==> src/rtl/sser_key_sequencer_if.sv <==
// Bus-side signals of the SSER serial-ID window: address/strobe from the host,
// serial data and its drive enable back to the host.
interface sser_key_sequencer_if;
  logic       sser;
  logic       ba13;
  logic       ba12;
  logic [3:0] ba7_4;
  logic       br_w;
  logic       bus_stb;
  logic       sdrd;
  logic       sdrd_oe;

  modport master (
    output sser, ba13, ba12, ba7_4, br_w, bus_stb,
    input  sdrd, sdrd_oe
  );

  modport slave (
    input  sser, ba13, ba12, ba7_4, br_w, bus_stb,
    output sdrd, sdrd_oe
  );
endinterface

==> src/rtl/sser_key_sequencer.sv <==
// Knock-sequence gated serial-ID readout: a programmed nibble sequence of reads
// unlocks the block, then each read shifts one (optionally scrambled) ID bit out.
module sser_key_sequencer #(
  parameter int          KEY_LEN  = 4,
  parameter logic [31:0] KEY      = 32'h0000_5A3C,
  parameter int          ID_W     = 16,
  parameter bit          SCRAMBLE = 1'b1
) (
  input  logic                clk,
  input  logic                rst_n,
  sser_key_sequencer_if.slave bus,
  input  logic [ID_W-1:0]     id_word,
  output logic                unlocked,
  output logic                done
);

  localparam int KW = $clog2(KEY_LEN) + 1;
  localparam int BW = $clog2(ID_W) + 1;
  localparam logic [KW-1:0] KEY_LAST = KW'(KEY_LEN - 1);
  localparam logic [BW-1:0] BIT_LAST = BW'(ID_W - 1);

  typedef enum logic [1:0] {KNOCK, SHIFT, DONE} state_t;

  state_t        state, state_nxt;
  logic [KW-1:0] key_idx, key_idx_nxt;
  logic [BW-1:0] bit_idx, bit_idx_nxt;
  logic [5:0]    lfsr, lfsr_nxt;

  logic       win, qrd, qwr;
  logic [3:0] key_nib;
  logic       id_bit;

  assign win = ~bus.sser & ~bus.ba13 & bus.ba12;
  assign qrd = bus.bus_stb & win & bus.br_w;
  assign qwr = bus.bus_stb & win & ~bus.br_w;

  // Mux selects only in-range indices; out-of-range positions fall back to element 0.
  always_comb begin
    key_nib = KEY[3:0];
    for (int i = 0; i < KEY_LEN; i++) begin
      if (key_idx == KW'(i)) key_nib = KEY[4*i +: 4];
    end
  end

  always_comb begin
    id_bit = id_word[0];
    for (int i = 0; i < ID_W; i++) begin
      if (bit_idx == BW'(i)) id_bit = id_word[i];
    end
  end

  always_ff @(posedge clk or negedge rst_n) begin
    if (!rst_n) begin
      state   <= KNOCK;
      key_idx <= '0;
      bit_idx <= '0;
      lfsr    <= 6'h01;
    end else begin
      state   <= state_nxt;
      key_idx <= key_idx_nxt;
      bit_idx <= bit_idx_nxt;
      lfsr    <= lfsr_nxt;
    end
  end

  always_comb begin
    state_nxt   = state;
    key_idx_nxt = key_idx;
    bit_idx_nxt = bit_idx;
    lfsr_nxt    = lfsr;
    if (qwr) begin
      state_nxt   = KNOCK;
      key_idx_nxt = '0;
      bit_idx_nxt = '0;
      lfsr_nxt    = 6'h01;
    end else if (qrd) begin
      case (state)
        KNOCK: begin
          if (bus.ba7_4 == key_nib) begin
            key_idx_nxt = key_idx + 1'b1;
            if (key_idx == KEY_LAST) begin
              state_nxt   = SHIFT;
              bit_idx_nxt = '0;
              lfsr_nxt    = 6'h01;
            end
          end else begin
            // A broken sequence may itself be the start of a fresh attempt.
            key_idx_nxt = (bus.ba7_4 == KEY[3:0]) ? KW'(1) : '0;
          end
        end
        SHIFT: begin
          bit_idx_nxt = bit_idx + 1'b1;
          lfsr_nxt    = {lfsr[4:0], lfsr[5] ^ lfsr[4]};
          if (bit_idx == BIT_LAST) state_nxt = DONE;
        end
        default: begin
        end
      endcase
    end
  end

  // The bit presented is the one selected before this read's strobe advances it.
  assign bus.sdrd_oe = win & bus.br_w & (state == SHIFT);
  assign bus.sdrd    = bus.sdrd_oe & (id_bit ^ (SCRAMBLE & lfsr[0]));
  assign unlocked    = (state == SHIFT);
  assign done        = (state == DONE);

endmodule
==> src/flat_wrapper.sv <==
// flat-port wrapper written by rule: the top's interface ports become plain ports
module sser_key_sequencer_flat 
#(
  parameter int          KEY_LEN  = 4,
  parameter logic [31:0] KEY      = 32'h0000_5A3C,
  parameter int          ID_W     = 16,
  parameter bit          SCRAMBLE = 1'b1
)
  (clk, rst_n, id_word, unlocked, done, bus_sser, bus_ba13, bus_ba12, bus_ba7_4, bus_br_w, bus_bus_stb, bus_sdrd, bus_sdrd_oe);
  sser_key_sequencer_if bus_i ();
  input  logic clk;
  input  logic rst_n;
  input  logic [ID_W-1:0] id_word;
  output logic unlocked;
  output logic done;
  input wire logic [$bits(bus_i.sser)-1:0] bus_sser;
  input wire logic [$bits(bus_i.ba13)-1:0] bus_ba13;
  input wire logic [$bits(bus_i.ba12)-1:0] bus_ba12;
  input wire logic [$bits(bus_i.ba7_4)-1:0] bus_ba7_4;
  input wire logic [$bits(bus_i.br_w)-1:0] bus_br_w;
  input wire logic [$bits(bus_i.bus_stb)-1:0] bus_bus_stb;
  output wire logic [$bits(bus_i.sdrd)-1:0] bus_sdrd;
  output wire logic [$bits(bus_i.sdrd_oe)-1:0] bus_sdrd_oe;
  assign bus_i.sser = bus_sser;
  assign bus_i.ba13 = bus_ba13;
  assign bus_i.ba12 = bus_ba12;
  assign bus_i.ba7_4 = bus_ba7_4;
  assign bus_i.br_w = bus_br_w;
  assign bus_i.bus_stb = bus_bus_stb;
  assign bus_sdrd = bus_i.sdrd;
  assign bus_sdrd_oe = bus_i.sdrd_oe;
  sser_key_sequencer #(.KEY_LEN(KEY_LEN), .KEY(KEY), .ID_W(ID_W), .SCRAMBLE(SCRAMBLE)) u_core (.clk(clk), .rst_n(rst_n), .bus(bus_i), .id_word(id_word), .unlocked(unlocked), .done(done));
endmodule
==> config.mk <==
export PLATFORM = sky130hd
export DESIGN_NAME = sser_key_sequencer_flat
export DESIGN_NICKNAME = d
export VERILOG_FILES = /design/src/rtl/sser_key_sequencer_if.sv /design/src/rtl/sser_key_sequencer.sv /design/src/flat_wrapper.sv
export SDC_FILE = /design/constraint.sdc
export NUM_CORES = 1
export LEC_CHECK = 0
export ABC_CLOCK_PERIOD_IN_PS = 2450
export CAP_MARGIN = 40
export CORE_MARGIN = 2
export CORE_UTILIZATION = 40
export CTS_CLUSTER_SIZE = 8
export DETAILED_ROUTE_END_ITERATION = 8
export PLACE_DENSITY = 0.7
export SYNTH_ARGS = -nofsm -noshare
export SYNTH_HDL_FRONTEND = slang
export SYNTH_SLANG_ARGS = --single-unit
==> constraint.sdc <==
create_clock -name clk -period 2.45 [get_ports clk]
set_clock_uncertainty 0.1 [all_clocks]
set_input_delay 0.3675 -clock clk [delete_from_list [all_inputs] [get_ports clk]]
set_output_delay 0.3675 -clock clk [all_outputs]
set_load 0.02 [all_outputs]
After elaboration in Yosys (flattened, before gate mapping)
Index checks and enable logic that the tools add are counted.
{ "classes": {"addsub": 2, "eq_ne": 25, "n_mux": 39, "n_bitwise": 13, "n_reduce_logical": 7} }
{ "ops": {"columns": ["cell", "count"], "rows": [
  ["$eq 5x4->1 const B", 8],
  ["$mux 6", 4],
  ["$eq 5x3->1 const B", 4],
  ["$mux 5", 4],
  ["$mux 1", 16],
  ["$mux 3", 4],
  ["$mux 4", 3],
  ["$pmux 6 s2", 1],
  ["$eq 5x2->1 const B", 2],
  ["$mux 2", 5],
  ["$pmux 5 s2", 1],
  ["$ne 3x1->1 const B", 3],
  ["$and 1x1->1", 8],
  ["$eq 3x2->1 const B", 2],
  ["$add 5x1->5 const B", 1],
  ["$eq 5x1->1 const B", 1],
  ["$reduce_and 5->1", 1],
  ["$eq 4x4->1", 1],
  ["$eq 4x4->1 const B", 1],
  ["$pmux 2 s2", 1],
  ["$reduce_and 4->1", 1],
  ["$reduce_bool 2->1", 2],
  ["$add 3x1->3 const B", 1],
  ["$eq 3x1->1 const B", 1],
  ["7 further kinds", 10]
]} }
{ "word_totals": {"reg_bits": 16, "in_bits": 27, "out_inout_bits": 4} }

Longest topological paths before layout
{ "depth": {"depth_word": 18, "ltp_mapped": 9, "depth_no_buf": 8} }

Worst setup path before layout
Ideal clock, no wire load.
{ "synth_timing": {"path_type": "register -> output", "from": "register u_core.bit_idx[0]", "to": "output port bus_sdrd", "arrival_ns": 2.079, "slack_ns": -0.096, "stages_incl_launch_ff": 9, "cell_sequence": "dfrtp_1 -> ha_1 -> buf_2 -> and3_1 -> ha_1 -> a31o_1 -> o41ai_2 -> or3_1 -> and3_1"} }
{ "synth_via": {"elab_chain_cells": 18, "elab_cells_between_ends": 32, "classes_between": "eq/ne: 15; mux: 15; bitwise: 2"} }
{ "synth_lines": {"columns": ["item", "line_no", "rtl"], "rows": [
  ["start, declared", "sser_key_sequencer.sv:26", "logic [BW-1:0] bit_idx, bit_idx_nxt;"],
  ["start signal, assigned", "sser_key_sequencer.sv:61", "bit_idx <= bit_idx_nxt;"],
  ["$eq 5x1->1", "sser_key_sequencer.sv:48", "if (bit_idx == BW'(i)) id_bit = id_word[i];"],
  ["$mux 1 (14 in a row)", "sser_key_sequencer.sv:48", null],
  ["$mux 1 *", "sser_key_sequencer.sv:48", null],
  ["$xor 1x1->1 *", "sser_key_sequencer.sv:104", "assign bus.sdrd = bus.sdrd_oe & (id_bit ^ (SCRAMBLE & lfsr[0]));"],
  ["$and 1x1->1 *", "sser_key_sequencer.sv:104", null],
  ["end, declared", "flat_wrapper.sv:22", "output wire logic [$bits(bus_i.sdrd)-1:0] bus_sdrd;"]
]} }
Every way passes the cells marked *; elsewhere a longest branch is shown, timed or not.

Worst setup path in the final report
{ "layout_timing": {"from": "register u_core.bit_idx[1]", "to": "output port bus_sdrd"} }
Same word-level chain as after synthesis.

==> metrics.csv <==
metric,value,unit
critPathSlowestCell,dfrtp_1,
final_common_cell,clkdlybuf4s50_1,
insertion_delay,0.28,ns
start_kind,flop,
initial_utilization,0.414,
cts_tree,yes,
r2r_slack,0.13,ns
cts_root_buffer,clkbuf_4,
hold_buffers,0,
hold_class,in -> async,
maxSlewHeadroom,0.512,
die_h,60.0,microns
drt-initial-drc-count,55,
h-tree-depth,1,
p_total,0.638,mW
rows,20,
worstSetupPathType,reg -> out,
syn_inst,147,
dpl.cell_count,233,
drive_gt1_frac,0.292,
ir_drop,0.216,mV
violations,negative setup slack,
cts_sinks,16,
tightest_slew,0.730,ns
setup_viol,1,
port_buffers,30,
crit_chain,"buf_6, ha_4, and3_4, ha_4, a31o_1, buf_4, a211oi_2, buf_4, o21ai_1, and3_4, buf_6",
outcome,finished with violations,
cp_max_fo,4,
ys_warn_count,0,
antennaDiodeCount,0,
rsz0062_at_grt,yes,
crit_path_max_incr_delay,0.43,ns
regToRegStartpoint,u_core.key_idx[0],
n_fill_cell,255,
ys.flop_type,dfrtp_1,
wl_per_cell,14.1,microns
grt.overflow.total,0,
async_reset_ff_frac,1.00,
synth_area,1250,sq um
maxCapViolCount,0,
drcViolationCount,0,
ff_latch_area,403,sq um
setup_slack,-0.379,ns
grt_pass1_wl,5820,microns
ys_types,49,
fin_crit,2.83,ns
p_leak,0.807,nW
fin_hold_ws,0.407,ns
clk_path_buf_depth,2,
synth.yosys.seq_area_share,0.320,
yosys_register_bits,16,
endpoint_kind,output pin,
grt_util_all_layers,0.216,
design_area,1980,sq um
vias,1335,
dp_hpwl,2530,microns
clk_pin_slew,0.09,ns
grt_max_degree,17,
wirelength,3460,microns
synth_edf_count,0,
core_area,3030,sq um
io_pins,31,
final_cells,246,
max_freq,353,MHz
layout_common_cells,"clkdlybuf4s50_1, buf_4, dfrtp_1",
worstPathArrival,2.36,ns
die_w,60.0,microns
dp_slack,-0.577,ns
final_nets,239,
synth_nets,183,
first_pass_iters,4,
via_per_inst,5.43,
r2r_cells,7,
placedInstanceArea,1720,sq um
antenna_left,0,
cp_data_required_time,1.98,ns
dieArea,3600,sq um
avgSynthCellArea,8.53,sq um
fin_tns_setup,-0.379,ns
p_per_area,323,nW/um^2
cts_made_buffers,3,
area_delta_synth_final,57.6,%
hold_violations,0,
grt_pass1_vias,1353,
drv_slew,0,
final_core_util,0.652,
post-route-period-util,1.15,
antenna_found_initial,0,
r2r_end,u_core.key_idx[0],
multiInputGateArea,915,sq um
gp_congestion,0.863,
[worst max-delay path by stage]
stage,from,slack [ns],end
after floorplan,u_core.bit_idx[0],0.05,bus_sdrd
after global placement,id_word[12],-0.53,bus_sdrd
after detailed placement,u_core.bit_idx[1],-0.58,bus_sdrd
after CTS,u_core.bit_idx[0],-0.35,bus_sdrd
after global routing,u_core.bit_idx[0],-0.51,bus_sdrd
final,u_core.bit_idx[1],-0.38,bus_sdrd
[sequential cells by signal (all words and copies together) (netlist names)]
name,cells
u_core.lfsr,6
u_core.bit_idx,5
u_core.state,2
u_core.key_idx,3
[cell usage after synthesis (all sizes together) (2+ instances only)]
cell type / number / area share
nand4b: 2 / 0.014
nand2: 12 / 0.036
nand3b: 2 / 0.012
a21oi: 9 / 0.036
o32ai: 2 / 0.014
ha: 9 / 0.090
nor3b: 5 / 0.030
nor2b: 4 / 0.020
a211oi: 3 / 0.022
and3: 3 / 0.015
o21ai: 16 / 0.064
nand3: 2 / 0.0080
buf: 3 / 0.014
clkbuf: 3 / 0.010
nor2: 8 / 0.024
a2111oi: 2 / 0.015
a31oi: 3 / 0.015
nor3: 2 / 0.0080
o41ai: 2 / 0.020
inv: 13 / 0.039
dfrtp: 15 / 0.30
a22o: 7 / 0.049
[what timing repair did]
item / 4_1_cts / 5_1_grt
endpoints found under the setup margin: 1 / 2
endpoints found under the hold margin: 0 / 0
gates cloned: 0 / 0
resized for setup: 38 / 2
setup buffers: 9 / 0
pin swaps: 11 / 2
[per-layer routing]
metal  GRT usage  wire (microns)  part of all wire
met5           0               0                 0
met4      0.0794              48             0.014
met3      0.0195              82             0.024
met2       0.425            1920              0.56
met1       0.234            1410              0.41
[report_power, final]
part           switching (mW)  internal [mW]  leakage [nW]
Combinational          0.0756         0.0964         0.572
Clock                  0.0809         0.0904        0.0210
Sequential             0.0161          0.279         0.214
[logic make-up after synthesis]
logic type               share of synthesized area
AO/OA/AOI/OAI                                0.300
XOR/XNOR                                   0.00699
adder cells (fa/ha/maj)                     0.0898
buffers and inverters                       0.0629
flip-flops                                   0.320
AND/OR/NAND/NOR                              0.220
[layout make-up]
| class | instances | share of cell area |
|---|---|---|
| multi-input combinational | 112 | 0.463 |
| timing repair buffer | 57 | 0.261 |
| sequential | 16 | 0.204 |
| tap | 44 | 0.0279 |
| inverter | 13 | 0.0260 |
| clock buffer | 4 | 0.0184 |
[critical path, delay by kind of cell (launching register included)]
kind	cells	cell delay [ns]
buffers and inverters	4	0.54
adders and majority gates	2	0.32
AOI/OAI and AO/OA	3	0.43
and+or+nand+nor	2	0.35
DFF	1	0.43
(Power assumes the default switching activity.)
